`config.mk`:
```
export PLATFORM = sky130hd
export DESIGN_NAME = muldiv_sequencer
export DESIGN_NICKNAME = d
export VERILOG_FILES = /design/src/rtl/alu_pkg.sv /design/src/rtl/muldiv_datapath.sv /design/src/rtl/muldiv_sequencer.sv
export SDC_FILE = /design/constraint.sdc
export NUM_CORES = 1
export LEC_CHECK = 0
export BUFFER_PORTS_ARGS = -buffer_cell sky130_fd_sc_hd__buf_4
export CAP_MARGIN = 20
export CORE_ASPECT_RATIO = 0.5
export CORE_MARGIN = 5
export CORE_UTILIZATION = 40
export DETAILED_ROUTE_END_ITERATION = 10
export GPL_TIMING_DRIVEN = 0
export SYNTH_ARGS = -nofsm -noshare
export SYNTH_HDL_FRONTEND = slang
export SYNTH_SLANG_ARGS = --single-unit
```
`constraint.sdc`:
```
create_clock -name clock -period 7.7 [get_ports clock]
set_input_delay 0.385 -clock clock [delete_from_list [all_inputs] [get_ports clock]]
set_output_delay 0.385 -clock clock [all_outputs]
set_load 0.01 [all_outputs]
```
`src/rtl/alu_pkg.sv`:
```
// Shared ALU encodings: func codes, flag codes and the multiply/divide FSM states.
// The flag codes match the single-cycle ALU so the flag register sees one encoding.
package alu_pkg;
  localparam logic [5:0] FUNC_DIV = 6'b000001;
  localparam logic [5:0] FUNC_MUL = 6'b000010;

  localparam logic [2:0] FLAG_NONE      = 3'b000;
  localparam logic [2:0] FLAG_EQUAL     = 3'b001;
  localparam logic [2:0] FLAG_EXCEPTION = 3'b010;
  localparam logic [2:0] FLAG_OVF       = 3'b011;
  localparam logic [2:0] FLAG_ABOVE     = 3'b100;

  typedef enum logic [1:0] {
    ST_IDLE = 2'b00,
    ST_RUN  = 2'b01,
    ST_DONE = 2'b10
  } state_t;
endpackage

```
`src/rtl/muldiv_datapath.sv`:
```
// Iterative datapath: 2*WIDTH accumulator, operand registers, shared add/subtract unit.
// o_hi_nxt/o_lo_nxt expose the accumulator value after the current iteration.
module muldiv_datapath #(
  parameter int WIDTH = 32
) (
  input  logic             clock,
  input  logic             reset,
  input  logic             i_load,
  input  logic             i_step,
  input  logic             i_op_div,
  input  logic [WIDTH-1:0] i_a,
  input  logic [WIDTH-1:0] i_b,
  output logic [WIDTH-1:0] o_hi_nxt,
  output logic [WIDTH-1:0] o_lo_nxt
);
  logic [2*WIDTH-1:0] r_acc;
  logic [WIDTH-1:0]   r_opa;
  logic [WIDTH-1:0]   r_opb;
  logic [WIDTH-1:0]   w_hi;
  logic [WIDTH-1:0]   w_lo;
  logic [WIDTH:0]     w_add;
  logic [WIDTH:0]     w_sum;
  logic [WIDTH:0]     w_trial;

  // One shift-add (MUL) or restoring-divide (DIV) step; the dividend enters the remainder MSB-first.
  always_comb begin
    w_hi     = r_acc[2*WIDTH-1:WIDTH];
    w_lo     = r_acc[WIDTH-1:0];
    w_add    = {1'b0, w_hi} + {1'b0, r_opa};
    w_trial  = {w_hi, r_opa[WIDTH-1]} - {1'b0, r_opb};
    w_sum    = {1'b0, w_hi};
    o_hi_nxt = w_hi;
    o_lo_nxt = w_lo;
    if (i_op_div) begin
      if (w_trial[WIDTH]) begin
        o_hi_nxt = {w_hi[WIDTH-2:0], r_opa[WIDTH-1]};
        o_lo_nxt = {w_lo[WIDTH-2:0], 1'b0};
      end else begin
        o_hi_nxt = w_trial[WIDTH-1:0];
        o_lo_nxt = {w_lo[WIDTH-2:0], 1'b1};
      end
    end else begin
      if (r_opb[0]) begin
        w_sum = w_add;
      end else begin
        w_sum = {1'b0, w_hi};
      end
      {o_hi_nxt, o_lo_nxt} = {w_sum, w_lo[WIDTH-1:1]};
    end
  end

  always_ff @(posedge clock or posedge reset) begin
    if (reset) begin
      r_acc <= {(2*WIDTH){1'b0}};
      r_opa <= {WIDTH{1'b0}};
      r_opb <= {WIDTH{1'b0}};
    end else if (i_load) begin
      r_acc <= {(2*WIDTH){1'b0}};
      r_opa <= i_a;
      r_opb <= i_b;
    end else if (i_step) begin
      r_acc <= {o_hi_nxt, o_lo_nxt};
      if (i_op_div) begin
        r_opa <= {r_opa[WIDTH-2:0], 1'b0};
      end else begin
        r_opb <= {1'b0, r_opb[WIDTH-1:1]};
      end
    end
  end
endmodule

```
`src/rtl/muldiv_sequencer.sv`:
```
// Multi-cycle MUL/DIV unit for EX: FSM, iteration counter, flush handling and result registers.
// Divide-by-zero bypasses the datapath and completes in a single cycle.
module muldiv_sequencer
  import alu_pkg::*;
#(
  parameter int WIDTH = 32,
  parameter int CNT_W = 6
) (
  input  logic             clock,
  input  logic             reset,
  input  logic             start,
  input  logic             op_div,
  input  logic [WIDTH-1:0] data_a,
  input  logic [WIDTH-1:0] data_b,
  input  logic             flush,
  output logic             busy,
  output logic             stall,
  output logic             done,
  output logic [WIDTH-1:0] result,
  output logic [WIDTH-1:0] remainder,
  output logic [2:0]       flag
);
  localparam logic [CNT_W-1:0] LAST_CNT = CNT_W'(WIDTH - 1);

  state_t           r_state;
  state_t           w_state_nxt;
  logic [CNT_W-1:0] r_cnt;
  logic             r_op_div;
  logic [WIDTH-1:0] r_result;
  logic [WIDTH-1:0] r_remainder;
  logic [2:0]       r_flag;
  logic             w_div0;
  logic             w_last;
  logic             w_load;
  logic             w_step;
  logic [WIDTH-1:0] w_hi_nxt;
  logic [WIDTH-1:0] w_lo_nxt;

  assign w_div0 = op_div & (data_b == {WIDTH{1'b0}});
  assign w_last = (r_cnt == LAST_CNT);

  muldiv_datapath #(.WIDTH(WIDTH)) u_datapath (
    .clock    (clock),
    .reset    (reset),
    .i_load   (w_load),
    .i_step   (w_step),
    .i_op_div (r_op_div),
    .i_a      (data_a),
    .i_b      (data_b),
    .o_hi_nxt (w_hi_nxt),
    .o_lo_nxt (w_lo_nxt)
  );

  always_ff @(posedge clock or posedge reset) begin
    if (reset) begin
      r_state <= ST_IDLE;
    end else begin
      r_state <= w_state_nxt;
    end
  end

  // Flush wins over completion of the final iteration.
  always_comb begin
    w_state_nxt = r_state;
    case (r_state)
      ST_IDLE: begin
        if (start && w_div0) begin
          w_state_nxt = ST_DONE;
        end else if (start) begin
          w_state_nxt = ST_RUN;
        end else begin
          w_state_nxt = ST_IDLE;
        end
      end
      ST_RUN: begin
        if (flush) begin
          w_state_nxt = ST_IDLE;
        end else if (w_last) begin
          w_state_nxt = ST_DONE;
        end else begin
          w_state_nxt = ST_RUN;
        end
      end
      ST_DONE: w_state_nxt = ST_IDLE;
      default: w_state_nxt = ST_IDLE;
    endcase
  end

  always_comb begin
    busy   = (r_state == ST_RUN);
    done   = (r_state == ST_DONE);
    w_load = (r_state == ST_IDLE) & start & ~w_div0;
    w_step = (r_state == ST_RUN);
    stall  = w_load | w_step;
  end

  always_ff @(posedge clock or posedge reset) begin
    if (reset) begin
      r_cnt    <= {CNT_W{1'b0}};
      r_op_div <= 1'b0;
    end else if (w_load) begin
      r_cnt    <= {CNT_W{1'b0}};
      r_op_div <= op_div;
    end else if (w_step) begin
      r_cnt    <= r_cnt + {{(CNT_W-1){1'b0}}, 1'b1};
    end
  end

  // Results change only on entry to DONE; a flushed operation leaves them untouched.
  always_ff @(posedge clock or posedge reset) begin
    if (reset) begin
      r_result    <= {WIDTH{1'b0}};
      r_remainder <= {WIDTH{1'b0}};
      r_flag      <= FLAG_NONE;
    end else if ((r_state == ST_IDLE) && start && w_div0) begin
      r_result    <= {WIDTH{1'b0}};
      r_remainder <= {WIDTH{1'b0}};
      r_flag      <= FLAG_EXCEPTION;
    end else if ((r_state == ST_RUN) && w_last && !flush) begin
      r_result <= w_lo_nxt;
      if (r_op_div) begin
        r_remainder <= w_hi_nxt;
        r_flag      <= FLAG_NONE;
      end else begin
        r_remainder <= {WIDTH{1'b0}};
        r_flag      <= (w_hi_nxt != {WIDTH{1'b0}}) ? FLAG_OVF : FLAG_NONE;
      end
    end
  end

  assign result    = r_result;
  assign remainder = r_remainder;
  assign flag      = r_flag;
endmodule

```
# After elaboration in Yosys (flattened, before gate mapping)
# Index checks and enable logic that the tools add are counted.
[word_totals]
word_cells = 64
output_inout_bits = 70
ff_bits = 204
inputBits = 69
[op_classes]
bitwise_logic = 5
reduce_logical = 14
eq_ne = 4
n_mux = 29
n_addsub = 3
[ops]
columns = ["operator", "count"]
rows = [
  ["$mux 32", 14],
  ["$mux 64", 2],
  ["$add 32x32->33", 1],
  ["$mux 33", 1],
  ["$sub 33x32->33", 1],
  ["$logic_not 32->1", 1],
  ["$reduce_bool 32->1", 1],
  ["$mux 6", 2],
  ["$mux 2", 5],
  ["$add 6x1->6 const B", 1],
  ["$eq 6x5->1 const B", 1],
  ["$mux 3", 2],
  ["$reduce_bool 2->1", 3],
  ["$logic_and 1x1->1", 5],
  ["$pmux 2 s2", 1],
  ["$reduce_and 2->1", 2],
  ["$and 1x1->1", 3],
  ["$eq 2x1->1 const B", 1],
  ["$eq 2x2->1 const B", 1],
  ["$logic_not 2->1", 1],
  ["$mux 1", 2],
  ["$ne 2x1->1 const B", 1],
  ["$logic_not 1->1", 1],
  ["$not 1->1", 1],
  ["$or 1x1->1", 1],
]

# Logic depth before layout (Yosys ltp)
[depth]
depth_word = 8
mapped_depth = 18

# By module
# Synthesis repeated with hierarchy kept, for this count alone.
[hier_totals]
cells_unflattened = 1540
area_unflattened_um2 = 13860.8
[modules_own_cells]
columns = ["module", "cells_each", "instances", "seq_area_each_um2", "area_per_inst_um2"]
rows = [
  ["muldiv_datapath", 1256, 1, 3203.1, 10532.6],
  ["muldiv_sequencer", 284, 1, 1876.8, 3328.2],
]

# Worst setup path after synthesis
# OpenSTA, ideal clock, no wires.
[synth_timing]
kind = "reg-to-reg"
startpoint = "reg u_datapath.r_opa[31]"
endpoint = "reg r_flag[0], in the netlist flag[0]"
path_stages_with_launch = 17
slack_ns = 3.912
synth_period_minus_slack_ns = 3.788
arrival_ns = 3.666
path_cell_list = "dfrtp_1 -> inv_1 -> ha_1 -> inv_1 -> fa_1 -> a211oi_1 -> o211ai_2 -> nand3_1 -> a21o_1 -> a21oi_2 -> nor2_2 -> mux2i_1 -> a32oi_1 -> or4b_1 -> nor4b_2 -> nand4_1 -> a32o_1"
[synth_via]
elab_chain_cells = 8
elab_cells_between_ends = 10
cone_classes = "add/sub: 2; mux: 7; reduce/logical: 1"
[synth_rtl]
columns = ["element", "line_no", "text"]
rows = [
  ["start, declared", "muldiv_datapath.sv:17", "logic [WIDTH-1:0] r_opa;"],
  ["start signal, assigned", "muldiv_datapath.sv:55", "r_opa <= {WIDTH{1'b0}};"],
  ["start signal, assigned", "muldiv_datapath.sv:59", "r_opa <= i_a;"],
  ["start signal, assigned", "muldiv_datapath.sv:64", "r_opa <= {r_opa[WIDTH-2:0], 1'b0};"],
  ["$sub 33x32->33 / $add 32x32->33 (equally long branches)", "muldiv_datapath.sv:30, muldiv_datapath.sv:29", ""],
  ["$mux 32 / $mux 33 (equally long branches)", "muldiv_datapath.sv:35, muldiv_datapath.sv:43", ""],
  ["$mux 32 *", "muldiv_datapath.sv:34", "if (i_op_div) begin"],
  ["$reduce_bool 32->1 *", "muldiv_sequencer.sv:126", "r_flag <= (w_hi_nxt != {WIDTH{1'b0}}) ? FLAG_OVF : FLAG_NONE;"],
  ["$mux 2 *", "muldiv_sequencer.sv:126", ""],
  ["$mux 2 *", "muldiv_sequencer.sv:121", "if (r_op_div) begin"],
  ["$mux 3 *", "muldiv_sequencer.sv:119", "end else if ((r_state == ST_RUN) && w_last && !flush) begin"],
  ["$mux 3 *", "muldiv_sequencer.sv:115", "end else if ((r_state == ST_IDLE) && start && w_div0) begin"],
  ["end signal, assigned", "muldiv_sequencer.sv:126", ""],
  ["end, declared", "muldiv_sequencer.sv:31", "logic [2:0] r_flag;"],
]
# Mark *: on every way between the ends. The rest lies on a longest branch, timed or not. The select of a mux whose other input is x is not followed.
# A chain may end at the register's enable or synchronous reset.

# Worst setup path after layout
# Ends and elaborated chain as after synthesis.

==> impl_metrics.env <==
export IMPL_status="finished, final reports clean"
export IMPL_io_pins=139
export IMPL_seq_area_frac_synth=0.380
export IMPL_initial_utilization=0.405
export IMPL_rrSetupSlack_ps=2350
export IMPL_reg2reg_to="flag[0]"
export IMPL_crit_slowest_cell="mux2i_1"
export IMPL_rr_startpoint="u_datapath.r_opa[31]"
export IMPL_clock_latency_ps=550
export IMPL_htreeDepth=1
export IMPL_holdCritPathClass="primary input to flop"
export IMPL_avgSynthCellArea_um2=8.65
export IMPL_r2r_cells=16
export IMPL_cts_root_buf="clkbuf_16"
export IMPL_finalPower_mw=7.04
export IMPL_critPathMostFrequentCell="inv_1"
export IMPL_rsz0062_at_grt="false"
export IMPL_fp_dieH_um=139
export IMPL_hold_ws_ps=37.2
export IMPL_core_area_mm2=0.0330
export IMPL_ys_ff_latch=203
export IMPL_grtUsageTotal=0.237
export IMPL_p_switching_mw=3.55
export IMPL_hold_viol_final=0
export IMPL_drt_iter0_drc=1103
export IMPL_seqPwrFrac=0.231
export IMPL_cp_num_cells=16
export IMPL_cts_setup_buffers=0
export IMPL_yosysTopAreaCell="dfrtp_1"
export IMPL_cts_buffers=21
export IMPL_critPathCaptureType="flop"
export IMPL_cts_resized=0
export IMPL_crit_required_ps=8140
export IMPL_clock_sinks=203
export IMPL_cp_arrival_ps=5800
export IMPL_synth_async_sr_flop_share=1.00
export IMPL_grt_overflow=0
export IMPL_drc=0
export IMPL_period_minus_slack_ps=5350
export IMPL_startpoint_type="flop"
export IMPL_clockPowerShare=0.154
export IMPL_antenna_cells=0
export IMPL_finalMaxSlewViolations=0
export IMPL_critPathKind="flop to flop"
export IMPL_p_int_mw=3.49
export IMPL_ir_drop_uv=194
export IMPL_first_pass_iters=5
export IMPL_slew_headroom=0.325
export IMPL_routed_wl_um=45300
export IMPL_portBuffers=137
export IMPL_synth_edf_count=0
export IMPL_ys_top_cells_by_area="dfrtp_1 (38%), mux2i_1 (9.4%), o21ai_0 (8.1%), ha_1 (6.1%), nand2_1 (5.8%)"
export IMPL_syn_area_mm2=0.0134
export IMPL_finalClockSkew_ps=33.4
export IMPL_clock_path_buffers=3
export IMPL_syn_num_nets=1681
export IMPL_final_setup_tns_ps=0
export IMPL_vias=12300
export IMPL_vias_per_cell=5.70
export IMPL_layout_common_cells="o21ai_0 (215), nand2_1 (205), dfrtp_1 (203), buf_4 (142), mux2i_1 (125)"
export IMPL_finalCritPeriodShare=0.695
export IMPL_grt_pass1_wl_um=70500
export IMPL_ant_nets=0
export IMPL_crit_fanout=9
export IMPL_p_leak_nw=7.32
export IMPL_die_width_um=268
export IMPL_switching_share=0.505
export IMPL_combPwrFrac=0.615
export IMPL_synth_cell_types=77
export IMPL_cts_tree="built"
export IMPL_dp_hpwl_um=35200
export IMPL_grt_pass1_vias=12000
export IMPL_crit_buf_inv=2
export IMPL_startpoint="u_datapath.r_opa[31]"
export IMPL_max_stage_delay_ps=720
export IMPL_fmax_ghz=0.187
export IMPL_nNetsFinal=1844
export IMPL_cp_top_family="simple AND/OR/NAND/NOR gates"
export IMPL_drive_gt1_frac=0.124
export IMPL_yosys_warnings=0
export IMPL_worst_pin_slew_ps=1010
export IMPL_wl_per_cell_um=20.9
export IMPL_syn_inst=1545
export IMPL_synth_top_area_frac=0.380
export IMPL_path_clk_slew_ps=80
export IMPL_powerDensity_mw_per_mm2=449
export IMPL_grt_max_degree=126
export IMPL_syn_to_final_growth_pct=17.5
export IMPL_row_count=47
export IMPL_path_cells="inv_1 > ha_1 > inv_1 > fa_1 > a211oi_1 > o211ai_2 > nand3_1 > a21o_1 > a21oi_2 > nor2_2 > mux2i_1 > a32oi_1 > or4b_1 > nor4b_2 > nand4_1 > a32o_1"
export IMPL_maxCapViolations=0
export IMPL_place_congestion=0.924
export IMPL_setup_viol=0
export IMPL_die_area_mm2=0.0374
export IMPL_synthFlopType="dfrtp_1"
export IMPL_cp_endpoint="flag[0]"
export IMPL_antenna_found_initial=2
export IMPL_final_common_cell="o21ai_0"
layer usage:
layer / up-vias / global-route usage / share of wire
met5: - / 0 / 0.00044
met4: 2 / 0.0544 / 0.025
met3: 68 / 0.0517 / 0.089
met2: 454 / 0.352 / 0.43
met1: 5897 / 0.356 / 0.46
li1: 5906 / - / -
cell usage after synthesis (3+ instances only):
library cell and count:
o21ai_0 215, nand2_1 205, dfrtp_1 203, mux2i_1 125
a21oi_1 94, clkbuf_1 80, nor2_1 71, nand3_1 69
ha_1 65, inv_1 54, a21o_1 26, xor2_1 26
a211oi_1 25, xnor2_1 25, nand4_1 16, o31ai_1 15
nor2b_1 14, nor3_1 14, a31oi_1 13, o21a_1 11
buf_1 10, a22o_1 9, a31o_2 9, nor4_1 9
o211ai_1 9, mux2_2 8, o21bai_1 8, nand2b_1 7
or3_1 7, and3_1 6, o21ai_1 6, a21boi_0 5
a311oi_1 5, and2_1 5, buf_4 5, nor3b_1 4
o31a_1 4, a2111oi_0 3, a21oi_2 3, a32oi_1 3
and4_1 3, o2bb2ai_1 3
per-stage QoR:
stage	instances	utilization	instance area, µm²	setup slack, ps
final	2164	0.476	15700	2350
after global routing	2164	0.476	15700	2160
after CTS	2164	0.476	15700	2490
after detailed placement	2125	0.454	15000	2550
after global placement	2123	0.453	14900	-839
after floorplan	1545	-	13400	1780
worst register-to-register path, cell delays in order, from the launching register on:
cell and delay (ps):
dfrtp_1 510, inv_1 110, ha_1 170, inv_1 50, fa_1 410, a211oi_1 350
o211ai_2 190, nand3_1 180, a21o_1 180, a21oi_2 100, nor2_2 520, mux2i_1 720
a32oi_1 250, or4b_1 540, nor4b_2 300, nand4_1 320, a32o_1 370
registers in the layout, indices dropped and copies added (netlist names):
register	flops
result	32
flag	2
r_state	2
u_datapath.r_opa	32
r_op_div	1
u_datapath.r_acc	64
u_datapath.r_opb	32
remainder	32
r_cnt	6
area by class of cell:
cell class              count  area [µm²]
repair buffers            140        1070
clock buffers              30         609
well taps                 441         552
multi-input cells        1189        7680
plain buffers              99         402
fillers                  3245       17300
inverters                  54         210
flip-flops and latches    203        5080
clock inverters             8        96.3
worst min-delay path by stage:
stage	end	depth (start not counted)	start
global route	u_datapath.r_opa[0]	3	data_a[0]
global placement	result[4]	2	result[4]
CTS	u_datapath.r_opa[0]	3	data_a[0]
finish	u_datapath.r_opa[0]	3	data_a[0]
floorplan	r_cnt[5]	1	r_cnt[5]
detailed placement	result[7]	2	result[7]
timing repair:
action	in CTS	in global routing
endpoints found under the setup margin	0	0
endpoints found under the hold margin	78	0
hold buffers	1	0
power by group through the flow:
stage | logic, mW | clock network (mW) | registers, mW
floorplan | 3.08 | 0 | 1.47
CTS | 4.22 | 1.09 | 1.61
global route | 4.71 | 1.14 | 1.65
finish | 4.33 | 1.08 | 1.63
global placement | 4.20 | 0 | 1.62
detailed placement | 4.20 | 0 | 1.62
kinds of logic (layout without fill, tap and decap cells):
group / count (synthesis) / in the layout / synth area share
flops: 203 / 203 / 0.380
simple gates: 449 / 449 / 0.156
compound gates: 488 / 488 / 0.221
buf+inv: 153 / 331 / 0.0452
other cells: 1 / 1 / 0.000281
mux: 133 / 133 / 0.100
xor+xnor: 51 / 51 / 0.0334
fa+ha+maj: 67 / 67 / 0.0639
Power figures use the tool's default switching activity.
